## config.mk

```make
export PLATFORM = sky130hd
export DESIGN_NAME = serv_wb_timer
export DESIGN_NICKNAME = d
export VERILOG_FILES = /design/src/rtl/serv_wb_timer_pkg.sv /design/src/rtl/serv_wb_timer_presc.sv /design/src/rtl/serv_wb_timer.sv
export SDC_FILE = /design/constraint.sdc
export NUM_CORES = 1
export LEC_CHECK = 0
export ABC_AREA = 1
export CAP_MARGIN = 10
export CORE_ASPECT_RATIO = 1.2
export CORE_MARGIN = 4
export CORE_UTILIZATION = 37
export DETAILED_ROUTE_END_ITERATION = 10
export PLACE_DENSITY = 0.63
export SYNTH_ARGS = -nofsm -noshare
export SYNTH_HDL_FRONTEND = slang
export SYNTH_HIERARCHICAL = 1
export SYNTH_SLANG_ARGS = --single-unit
```

## constraint.sdc

```tcl
create_clock -name i_clk -period 2.5 [get_ports i_clk]
set_input_delay 0.375 -clock i_clk [delete_from_list [all_inputs] [get_ports i_clk]]
set_output_delay 0.375 -clock i_clk [all_outputs]
set_load 0.1 [all_outputs]
```

## src/rtl/serv_wb_timer_pkg.sv

```systemverilog
// rtl/serv_wb_timer_pkg.sv - shared register map, CTRL layout and byte-merge helper for the timer
package serv_wb_timer_pkg;

   localparam logic [2:0] ADR_MTIME_LO = 3'd0;
   localparam logic [2:0] ADR_MTIME_HI = 3'd1;
   localparam logic [2:0] ADR_CMP_LO   = 3'd2;
   localparam logic [2:0] ADR_CMP_HI   = 3'd3;
   localparam logic [2:0] ADR_CTRL     = 3'd4;

   localparam int CTRL_EN_BIT  = 0;
   localparam int CTRL_DIV_LSB = 8;

   // All-ones compare value keeps the interrupt quiet out of reset
   localparam logic [63:0] CMP_RST_DEFAULT = 64'hFFFF_FFFF_FFFF_FFFF;

   // Replace only the bytes whose select bit is set
   function automatic logic [31:0] byte_merge(input logic [31:0] old_val,
                                              input logic [31:0] new_val,
                                              input logic [3:0]  sel);
      logic [31:0] merged;
      merged = old_val;
      for (int i = 0; i < 4; i++) begin
         if (sel[i]) merged[8*i +: 8] = new_val[8*i +: 8];
      end
      return merged;
   endfunction

endpackage

```

## src/rtl/serv_wb_timer_presc.sv

```systemverilog
// rtl/serv_wb_timer_presc.sv - prescaler counter producing the mtime tick strobe
module serv_wb_timer_presc
   import serv_wb_timer_pkg::*;
#(
   parameter int PRESC_W = 8
) (
   input  logic               clk,
   input  logic               rst_n,
   input  logic               en,
   input  logic [PRESC_W-1:0] div,
   input  logic               clr,
   output logic               tick
);

   logic [PRESC_W-1:0] cnt;

   // Terminal count reached while enabled: mtime advances on this edge
   assign tick = en & (cnt == div);

   // Count up to div then restart; a CTRL write restarts the period
   always_ff @(posedge clk or negedge rst_n) begin
      if (!rst_n) begin
         cnt <= '0;
      end else if (clr) begin
         cnt <= '0;
      end else if (en) begin
         cnt <= tick ? '0 : cnt + 1'b1;
      end
   end

endmodule

```

## src/rtl/serv_wb_timer.sv

```systemverilog
// rtl/serv_wb_timer.sv - Wishbone timer responder: mtime, mtimecmp, CTRL and level interrupt
module serv_wb_timer
   import serv_wb_timer_pkg::*;
#(
   parameter int          PRESC_W = 8,
   parameter logic [63:0] CMP_RST = CMP_RST_DEFAULT
) (
   input  logic        i_clk,
   input  logic        i_rst_n,
   input  logic [2:0]  i_wb_adr,
   input  logic [31:0] i_wb_dat,
   input  logic [3:0]  i_wb_sel,
   input  logic        i_wb_we,
   input  logic        i_wb_cyc,
   output logic [31:0] o_wb_rdt,
   output logic        o_wb_ack,
   output logic        o_irq
);

   // Implemented CTRL bits: en plus the divide field; everything else reads 0
   localparam logic [31:0] CTRL_MASK =
      (((32'd1 << PRESC_W) - 32'd1) << CTRL_DIV_LSB) | (32'd1 << CTRL_EN_BIT);

   logic [63:0] mtime, mtime_inc, mtime_nxt;
   logic [63:0] mtimecmp, cmp_nxt;
   logic [31:0] ctrl, ctrl_nxt;
   logic [31:0] hi_shadow;
   logic [31:0] rd_mux;
   logic        accept, wr_acc, rd_acc, tick, presc_clr;

   assign accept    = i_wb_cyc & ~o_wb_ack;
   assign wr_acc    = accept & i_wb_we;
   assign rd_acc    = accept & ~i_wb_we;
   assign presc_clr = wr_acc & (i_wb_adr == ADR_CTRL);

   serv_wb_timer_presc #(.PRESC_W(PRESC_W)) u_presc (
      .clk   (i_clk),
      .rst_n (i_rst_n),
      .en    (ctrl[CTRL_EN_BIT]),
      .div   (ctrl[CTRL_DIV_LSB +: PRESC_W]),
      .clr   (presc_clr),
      .tick  (tick)
   );

   // Next register values: tick increment first, then written bytes override it
   always_comb begin
      mtime_inc = tick ? mtime + 64'd1 : mtime;
      mtime_nxt = mtime_inc;
      cmp_nxt   = mtimecmp;
      ctrl_nxt  = ctrl;
      if (wr_acc) begin
         case (i_wb_adr)
            ADR_MTIME_LO: mtime_nxt[31:0]  = byte_merge(mtime_inc[31:0], i_wb_dat, i_wb_sel);
            ADR_MTIME_HI: mtime_nxt[63:32] = byte_merge(mtime_inc[63:32], i_wb_dat, i_wb_sel);
            ADR_CMP_LO:   cmp_nxt[31:0]    = byte_merge(mtimecmp[31:0], i_wb_dat, i_wb_sel);
            ADR_CMP_HI:   cmp_nxt[63:32]   = byte_merge(mtimecmp[63:32], i_wb_dat, i_wb_sel);
            ADR_CTRL:     ctrl_nxt         = byte_merge(ctrl, i_wb_dat, i_wb_sel) & CTRL_MASK;
            default: ;
         endcase
      end
   end

   // Read data select; MTIME_HI comes from the shadow captured by the last LO read
   always_comb begin
      rd_mux = 32'd0;
      case (i_wb_adr)
         ADR_MTIME_LO: rd_mux = mtime[31:0];
         ADR_MTIME_HI: rd_mux = hi_shadow;
         ADR_CMP_LO:   rd_mux = mtimecmp[31:0];
         ADR_CMP_HI:   rd_mux = mtimecmp[63:32];
         ADR_CTRL:     rd_mux = ctrl;
         default:      rd_mux = 32'd0;
      endcase
   end

   // Timer state registers
   always_ff @(posedge i_clk or negedge i_rst_n) begin
      if (!i_rst_n) begin
         mtime    <= 64'd0;
         mtimecmp <= CMP_RST;
         ctrl     <= 32'd1 << CTRL_EN_BIT;
      end else begin
         mtime    <= mtime_nxt;
         mtimecmp <= cmp_nxt;
         ctrl     <= ctrl_nxt;
      end
   end

   // Bus response: one-cycle ack, read data held until the next read accept
   always_ff @(posedge i_clk or negedge i_rst_n) begin
      if (!i_rst_n) begin
         o_wb_ack  <= 1'b0;
         o_wb_rdt  <= 32'd0;
         hi_shadow <= 32'd0;
      end else begin
         o_wb_ack <= accept;
         if (rd_acc) o_wb_rdt <= rd_mux;
         if (rd_acc && i_wb_adr == ADR_MTIME_LO) hi_shadow <= mtime[63:32];
      end
   end

   // Level interrupt from an unsigned compare of the current registers
   always_ff @(posedge i_clk or negedge i_rst_n) begin
      if (!i_rst_n) o_irq <= 1'b0;
      else          o_irq <= (mtime >= mtimecmp);
   end

endmodule

```

* After elaboration in Yosys (flattened, before gate mapping)
Index checks and enable logic that the tools add are counted.
** Cells by class
- Add/sub/neg operators :: 2
- Magnitude comparators :: 1
- Eq/ne operators :: 5
- Muxes and demuxes :: 16
- Bitwise logic cells :: 7
- Reductions and logical operators :: 13
** Operators with widths (number)
- $pmux W32 S5 :: 1
- $mux W64 :: 2
- $mux W8 :: 11
- $add A64 B1 Y64 const B :: 1
- $ge A64 B64 Y1 :: 1
- $mux W32 :: 2
- $reduce_and A3 Y1 :: 10
- $add A8 B1 Y8 const B :: 1
- $eq A8 B8 Y1 :: 1
- $eq A3 B2 Y1 const B :: 2
- $and A1 B1 Y1 :: 5
- $eq A3 B1 Y1 const B :: 1
- $eq A3 B3 Y1 const B :: 1
- $logic_not A3 Y1 :: 1
- $not A1 Y1 :: 2
- $reduce_bool A2 Y1 :: 1
- $logic_and A1 B1 Y1 :: 1
** Word-level totals
- Bits in registers :: 211
- Input port bits :: 43
- Output and inout port bits :: 34
- Word-level logic and storage cells :: 60

* Longest topological paths before layout
Gate-level depths: netlist of the first run.
- Word-level depth :: 6
- Mapped depth :: 19
- Mapped depth without buffers :: 19

* By module
Netlist of the first run, hierarchy kept.
** Modules (own cells, without submodules)
- serv_wb_timer :: instances 1, cells each 1597, area an instance 12208.0 µm², seq. area each 5161.2 µm²
- serv_wb_timer_presc :: instances 1, cells each 87, area an instance 625.6 µm², seq. area each 200.2 µm²

* Worst setup path before layout of the first run
Ideal clock, no wire load.
- Path kind :: register to register
- From :: reg ctrl[0]
- To :: reg mtime[26]
- Library setup time :: 0.117 ns
- Arrival :: 1.979 ns
- Required time :: 2.383 ns
- Path slack :: 0.404 ns
- Stages on the path, launching flop included :: 18
- Buffers on the path :: 0
- Period minus slack after synthesis :: 2.096 ns
- Path through :: dfstp_2 inv_2 a21oi_2 nand2_1 nor2_2 nand3_4 inv_1 inv_2 nor2_4 nand2_4 nor2_4 nand2_4 nor2_4 nand2_1 nand2_1 nand3_1 o21ai_1 inv_1
** Between the ends
- Word-level cells in the longest chain between the ends :: 5
** Ends and longest elaborated chain
- from (decl) :: RTL line serv_wb_timer.sv:26 : logic [31:0] ctrl, ctrl_nxt;
- from (signal assigned) :: RTL line serv_wb_timer.sv:81 : ctrl <= 32'd1 << CTRL_EN_BIT;
- from (signal assigned) :: RTL line serv_wb_timer.sv:85 : ctrl <= ctrl_nxt;
- $and A1 B1 Y1 (*) :: RTL line serv_wb_timer_presc.sv:18 : assign tick = en & (cnt == div);
- named net tick :: RTL line serv_wb_timer.sv:29 : logic accept, wr_acc, rd_acc, tick, presc_clr;
- $mux W64 (*) :: RTL line serv_wb_timer.sv:47 : mtime_inc = tick ? mtime + 64'd1 : mtime;
- $mux W8 :: RTL line serv_wb_timer_pkg.sv:23 : if (sel[i]) merged[8*i +: 8] = new_val[8*i +: 8];
- $mux W32 :: RTL line serv_wb_timer.sv:52 : case (i_wb_adr)
- $mux W64 (*) :: RTL line serv_wb_timer.sv:51 : if (wr_acc) begin
- named net mtime_nxt[26] :: RTL line serv_wb_timer.sv:24 : logic [63:0] mtime, mtime_inc, mtime_nxt;
- to (signal assigned) :: RTL line serv_wb_timer.sv:83 : mtime <= mtime_nxt;
- to (decl) :: RTL line serv_wb_timer.sv:24
Mark *: on every way through the listed nets, which the timed path passes. The rest lies on a longest branch.
A chain may end at the register's enable or synchronous reset.

* Worst setup path after layout of the first run
Ends and elaborated chain as after synthesis.

==> results of run 1 <==
power by group through the flow:
stage | Sequential (mW) | Clock [mW] | Combinational, mW
after floorplan | 5.32 | 0 | 1.79
final | 4.82 | 3.74 | 3.44
after detailed placement | 4.86 | 0 | 3.44
after CTS | 4.81 | 3.83 | 3.45
after global placement | 4.85 | 0 | 3.35
after global routing | 4.91 | 3.96 | 3.85
what timing repair did:
action,4_1_cts,5_1_grt
endpoints found under the hold margin,39,0
setup buffers,0,2
gates resized for setup,0,2
hold buffers,1,0
endpoints found under the setup margin,0,7
flip-flops by register name, summed over array words and instances, names as in the netlist:
signal       count
mtime           64
mtimecmp        64
hi_shadow       32
o_wb_rdt        32
ctrl             9
u_presc/cnt      8
o_irq            1
o_wb_ack         1
per-stage QoR:
stage               setup TNS (ns)  power, mW  setup WS (ns)  utilization
floorplan                        0       7.11          0.404            -
global placement                 0       8.21         0.0842        0.417
detailed placement         -0.0264       8.30        -0.0143        0.417
CTS                              0       12.1          0.123        0.442
global route                     0       12.7        0.00995        0.443
finish                           0       12.0          0.169        0.443
worst register-to-register path, cell delays in order, from the launching register on:
cell	delay, ns
dfstp_2	0.54
inv_2	0.04
a21oi_2	0.09
nand2_1	0.07
nor2_2	0.12
nand3_4	0.13
inv_1	0.11
inv_2	0.13
nor2_4	0.15
nand2_4	0.09
nor2_4	0.14
nand2_4	0.09
nor2_4	0.20
nand2_1	0.07
nand2_1	0.06
nand3_1	0.06
o21ai_1	0.09
inv_1	0.05
Yosys cell counts (all sizes together):
cell type    n
a21oi       53
a31o         1
a31oi        1
and2         1
and3         1
buf         13
clkbuf      25
clkinv       1
dfrtp      146
dfstp       65
ha          66
inv        264
mux2        22
mux2i        1
nand2      465
nand3       91
nand3b       3
nand4       23
nor2       149
nor3        23
nor4         4
o2111ai     21
o211ai       2
o21a         2
o21ai      192
o21bai       1
o221ai       7
o22ai        8
o31ai        1
o32ai        1
xnor2        8
xor2        23
worst max path at each step:
stage	from	cells past startpoint	endpoint
floorplan	ctrl[0]	17	mtime[26]
global placement	i_wb_cyc	10	mtime[48]
detailed placement	i_wb_adr[2]	6	mtimecmp[59]
CTS	ctrl[0]	16	mtime[22]
global route	ctrl[0]	14	mtime[39]
finish	ctrl[0]	17	mtime[26]
cells by family (layout without fill, tap and decap cells):
| logic type | Yosys count | after routing | synth area share |
|---|---|---|---|
| xor+xnor | 31 | 31 | 0.0212 |
| buf+inv | 303 | 424 | 0.0901 |
| simple gates | 760 | 760 | 0.262 |
| flops | 211 | 211 | 0.418 |
| compound gates | 290 | 290 | 0.125 |
| mux | 23 | 23 | 0.0201 |
| fa+ha+maj | 66 | 66 | 0.0643 |
cell type report:
type | count | area [µm²] | share of cell area
clock inverters | 7 | 85.1 | 0.00563
repair buffers | 114 | 1020 | 0.0674
flip-flops and latches | 211 | 5360 | 0.355
clock buffers | 38 | 754 | 0.0499
multi-input cells | 1170 | 6330 | 0.419
inverters | 265 | 995 | 0.0658
well taps | 456 | 571 | 0.0377
per-layer routing:
layer,up-vias,part of all wire,global-route usage
li1,5652,-,-
met1,5585,0.43,0.300
met2,304,0.48,0.384
met3,91,0.048,0.0233
met4,0,0.038,0.0779
met5,-,0,0
==> run metrics, run 1 <==
largest net degree at the start of global routing 61; Seq cells post-synth 211; Arrival @ worst endpoint 2.75 ns; post-synthesis cell area 12800 µm²; DR vias 11600; flop2flop setup slack 0.17 ns; syn_area_per_cell 7.62 µm²; share of cells above drive strength 1 0.156; final instance area 15100 µm²; CP peak stage delay 0.54 ns; Buf+Inv Stages, Crit Path 4; Layout Skew 0.0109 ns; # IOs 77; final WL 42.5 mm; type of the worst min-delay path primary input to asynchronous set/reset pin; final worst path period need 2.33 ns; Core Region 34200 µm²; drt pass-1 iters 5; CTS Sinks 211; Reg clk slew, reported paths 0.06 ns; cell-internal power 7.55 mW; Die W 178 µm; Synth warnings 6; Crit Path Max Fanout 9; H-tree depth 1; clk buf depth 3; placed insts 2213; Max Freq 429 MHz; Slew Viols, Final 0; critical path's top delay family simple AND/OR/NAND/NOR gates; placed inst area 14200 µm²; clock power share 0.312; commonest cells after routing, fill and taps aside nand2_1, inv_1, o21ai_0; full die area 37700 µm²; status finished, final reports clean; synth-to-layout area growth 17.8%; gr usage total 0.225; RSZ-0062 raised after global routing no; NetSw 4.45 mW; Final ANT Viol Nets 0; Remaining DRCs 0; Register-to-Register Path Depth 17; slowest CP cell dfstp_2; Final HPWL DP 33.0 mm; Rel. slew slack 0.567; post-synth top area share 0.285; Logic pwr share 0.287; Syn Nets 1793; first-pass GRT wire length 66.2 mm; number of global-route vias before repair 11700; Fin. Hold Viols 0; Die Ht 212 µm; worst-margin pin slew 0.648 ns; Synth area leader dfrtp_1; initial core utilization 0.376; Max-Cap Viols 0; commonest non-fill, non-tap cell in the layout nand2_1; worst-skew pair later-pin latency 0.53 ns; nets 1896; gpl congestion 0.975; Sw Ratio 0.371; worst r2r dst mtime[26]; IO buf count 76; Critical Path Source Type register; root cell of the clock tree clkbuf_16; worst vdd ir 0.000402 V; CTS tree done; Synth area leaders dfrtp_1, dfstp_2, nand2_1; Congestion Overflow GR 0; clock buffer count from CTS 25; crit path kind register to register; Pwr Density 794 nW/µm²; Vias/cell 5.14; Pleak 6.87 nW; diode count 0; CP Data Required Time 2.92 ns; final cell count without fillers 2261; fin crit share 0.932; initial antenna violation count 0; Hold Slack 0.363 ns; drt first-iter violations 926; Layout fillers 3504; critical path, cell by cell inv_2 > a21oi_2 > nand2_1 > nor2_2 > nand3_4 > inv_1 > inv_2 > nor2_4 > nand2_4 > nor2_4 > nand2_4 > nor2_4 > nand2_1 > nand2_1 > nand3_1 > o21ai_1 > inv_1; post-synthesis sequential area ratio 0.418; RR Startpoint ctrl[0]; final setup fails 0; Reg power frac 0.402; post-synthesis cell count 1684; post-DR wirelength/cell 18.8 µm; Critical Path End Type register; Rows 74; Netlist cell types 46
No activity file was read; power rests on OpenSTA's default activity.
==> inputs of run 2 (changes only) <==
--- a/config.mk
+++ b/config.mk
@@ -10,9 +10,11 @@
 export CORE_ASPECT_RATIO = 1.2
 export CORE_MARGIN = 4
 export CORE_UTILIZATION = 37
+export CTS_CLUSTER_DIAMETER = 60
 export DETAILED_ROUTE_END_ITERATION = 10
 export PLACE_DENSITY = 0.63
 export SYNTH_ARGS = -nofsm -noshare
 export SYNTH_HDL_FRONTEND = slang
 export SYNTH_HIERARCHICAL = 1
 export SYNTH_SLANG_ARGS = --single-unit
+export TNS_END_PERCENT = 20
==> run 2 against run 1 <==
- final cell count up 0.18%
- clock skew is 0.0092 ns higher
- register-to-register slack improved by 0.02 ns
- critical path type unchanged
- critical endpoint is now mtime[39]
==> run metrics, run 2 (synthesized netlist as in run 1, its figures left out) <==
status finished, final reports clean; Rel. slew slack 0.558; Reg clk slew, reported paths 0.06 ns; RR Startpoint ctrl[0]; Max-Cap Viols 0; Congestion Overflow GR 0; critical path's top delay family simple AND/OR/NAND/NOR gates; critical path, cell by cell inv_2 > a21oi_2 > nand2_1 > nor2_2 > nand3_4 > inv_1 > buf_4 > nand3_1 > nor2_1 > nand2_1 > nand2_1 > nand3_1 > o21ai_0 > inv_1; initial antenna violation count 0; worst-skew pair later-pin latency 0.55 ns; Layout fillers 3498; final worst path period need 2.31 ns; Register-to-Register Path Depth 14; IO buf count 76; final instance area 15200 µm²; largest net degree at the start of global routing 61; worst r2r dst mtime[39]; Remaining DRCs 0; Layout Skew 0.0201 ns; RSZ-0062 raised after global routing no; Crit Path Max Fanout 10; clk buf depth 3; Sum Neg Setup Slack 0 ns; commonest cells after routing, fill and taps aside nand2_1, inv_1, o21ai_0; full die area 37700 µm²; Critical Path Source Type register; Tot Pwr 12.2 mW; Die Ht 212 µm; H-tree depth 1; synth-to-layout area growth 18.3%; Fin. Hold Viols 0; Hold Slack 0.336 ns; biggest regs mtime x64, mtimecmp x64; Critical Path End Type register; Core Region 34200 µm²; diode count 0; Core Util, Final 0.444; crit path kind register to register; worst vdd ir 0.000432 V; Pleak 6.90 nW; post-DR wirelength/cell 18.8 µm; CP Data Required Time 2.93 ns; placed inst area 14200 µm²; setup ws final 0.185 ns; final cell count without fillers 2265; slowest CP cell dfstp_2; Final ANT Viol Nets 0; most used cell, CP nand2_1; type of the worst min-delay path primary input to asynchronous set/reset pin; flop2flop setup slack 0.19 ns; CP peak stage delay 0.54 ns; CTS tree done; placed insts 2213; gr usage total 0.225; DR vias 11700; multi-input logic area 6330 µm²; Buf+Inv Stages, Crit Path 4; Final HPWL DP 33.0 mm; fin crit share 0.926; # IOs 77; final setup fails 0; drt first-iter violations 920; root cell of the clock tree clkbuf_16; Post-Place Worst Slack -0.0143 ns; worst-margin pin slew 0.662 ns; commonest non-fill, non-tap cell in the layout nand2_1; initial core utilization 0.376; number of global-route vias before repair 11700; Max Freq 432 MHz; Slew Viols, Final 0; nets 1898; final WL 42.6 mm; first-pass GRT wire length 66.2 mm; Rows 74; share of cells above drive strength 1 0.158; Seq. cell area 5360 µm²; Die W 178 µm; Vias/cell 5.18; gpl congestion 0.975; CTS Sinks 211; Arrival @ worst endpoint 2.74 ns; Pwr Density 804 nW/µm²; clock buffer count from CTS 27; drt pass-1 iters 5
[run 2: cell count changes in the layout (fill, tap and decap cells not counted), sizes merged]
cell,before,now
clkinvlp,0,2
clkbuf,38,37
clkinv,6,7
inv,264,266
[run 2: cell type report]
cell class,count,share of cell area
multi-input combinational,1170,0.417
sequential,211,0.353
timing repair buffer,114,0.0671
inverter,265,0.0655
clock buffer,37,0.0509
tap,456,0.0376
clock inverter,12,0.00857
[run 2: repair_timing]
item,CTS,global route
endpoints found under the hold margin,39,0
setup buffers,0,2
hold buffers,1,0
gates resized for setup,0,2
setup endpoints to repair,0,7
[run 2: worst max-delay path by stage]
stage	cells past startpoint	end	startpoint	slack (ns)
floorplan	17	mtime[26]	ctrl[0]	0.40
global placement	10	mtime[48]	i_wb_cyc	0.08
detailed placement	6	mtimecmp[59]	i_wb_adr[2]	-0.01
CTS	16	mtime[22]	ctrl[0]	0.12
global route	17	mtime[26]	ctrl[0]	0.005
finish	14	mtime[39]	ctrl[0]	0.19
[run 2: where the power goes]
part	internal [mW]	leakage, nW	switching, mW
combinational	1.12	4.01	2.32
clock	2.37	0.442	1.58
sequential	4.16	2.45	0.658
total	7.65	6.90	4.56
[run 2: per-layer routing]
layer	vias to the layer above	track usage	wire length [µm]
met1	5694	0.299	18600
met4	0	0.0744	1490
li1	5657	-	-
met5	-	0	0
met3	80	0.0242	1890
met2	302	0.385	20600
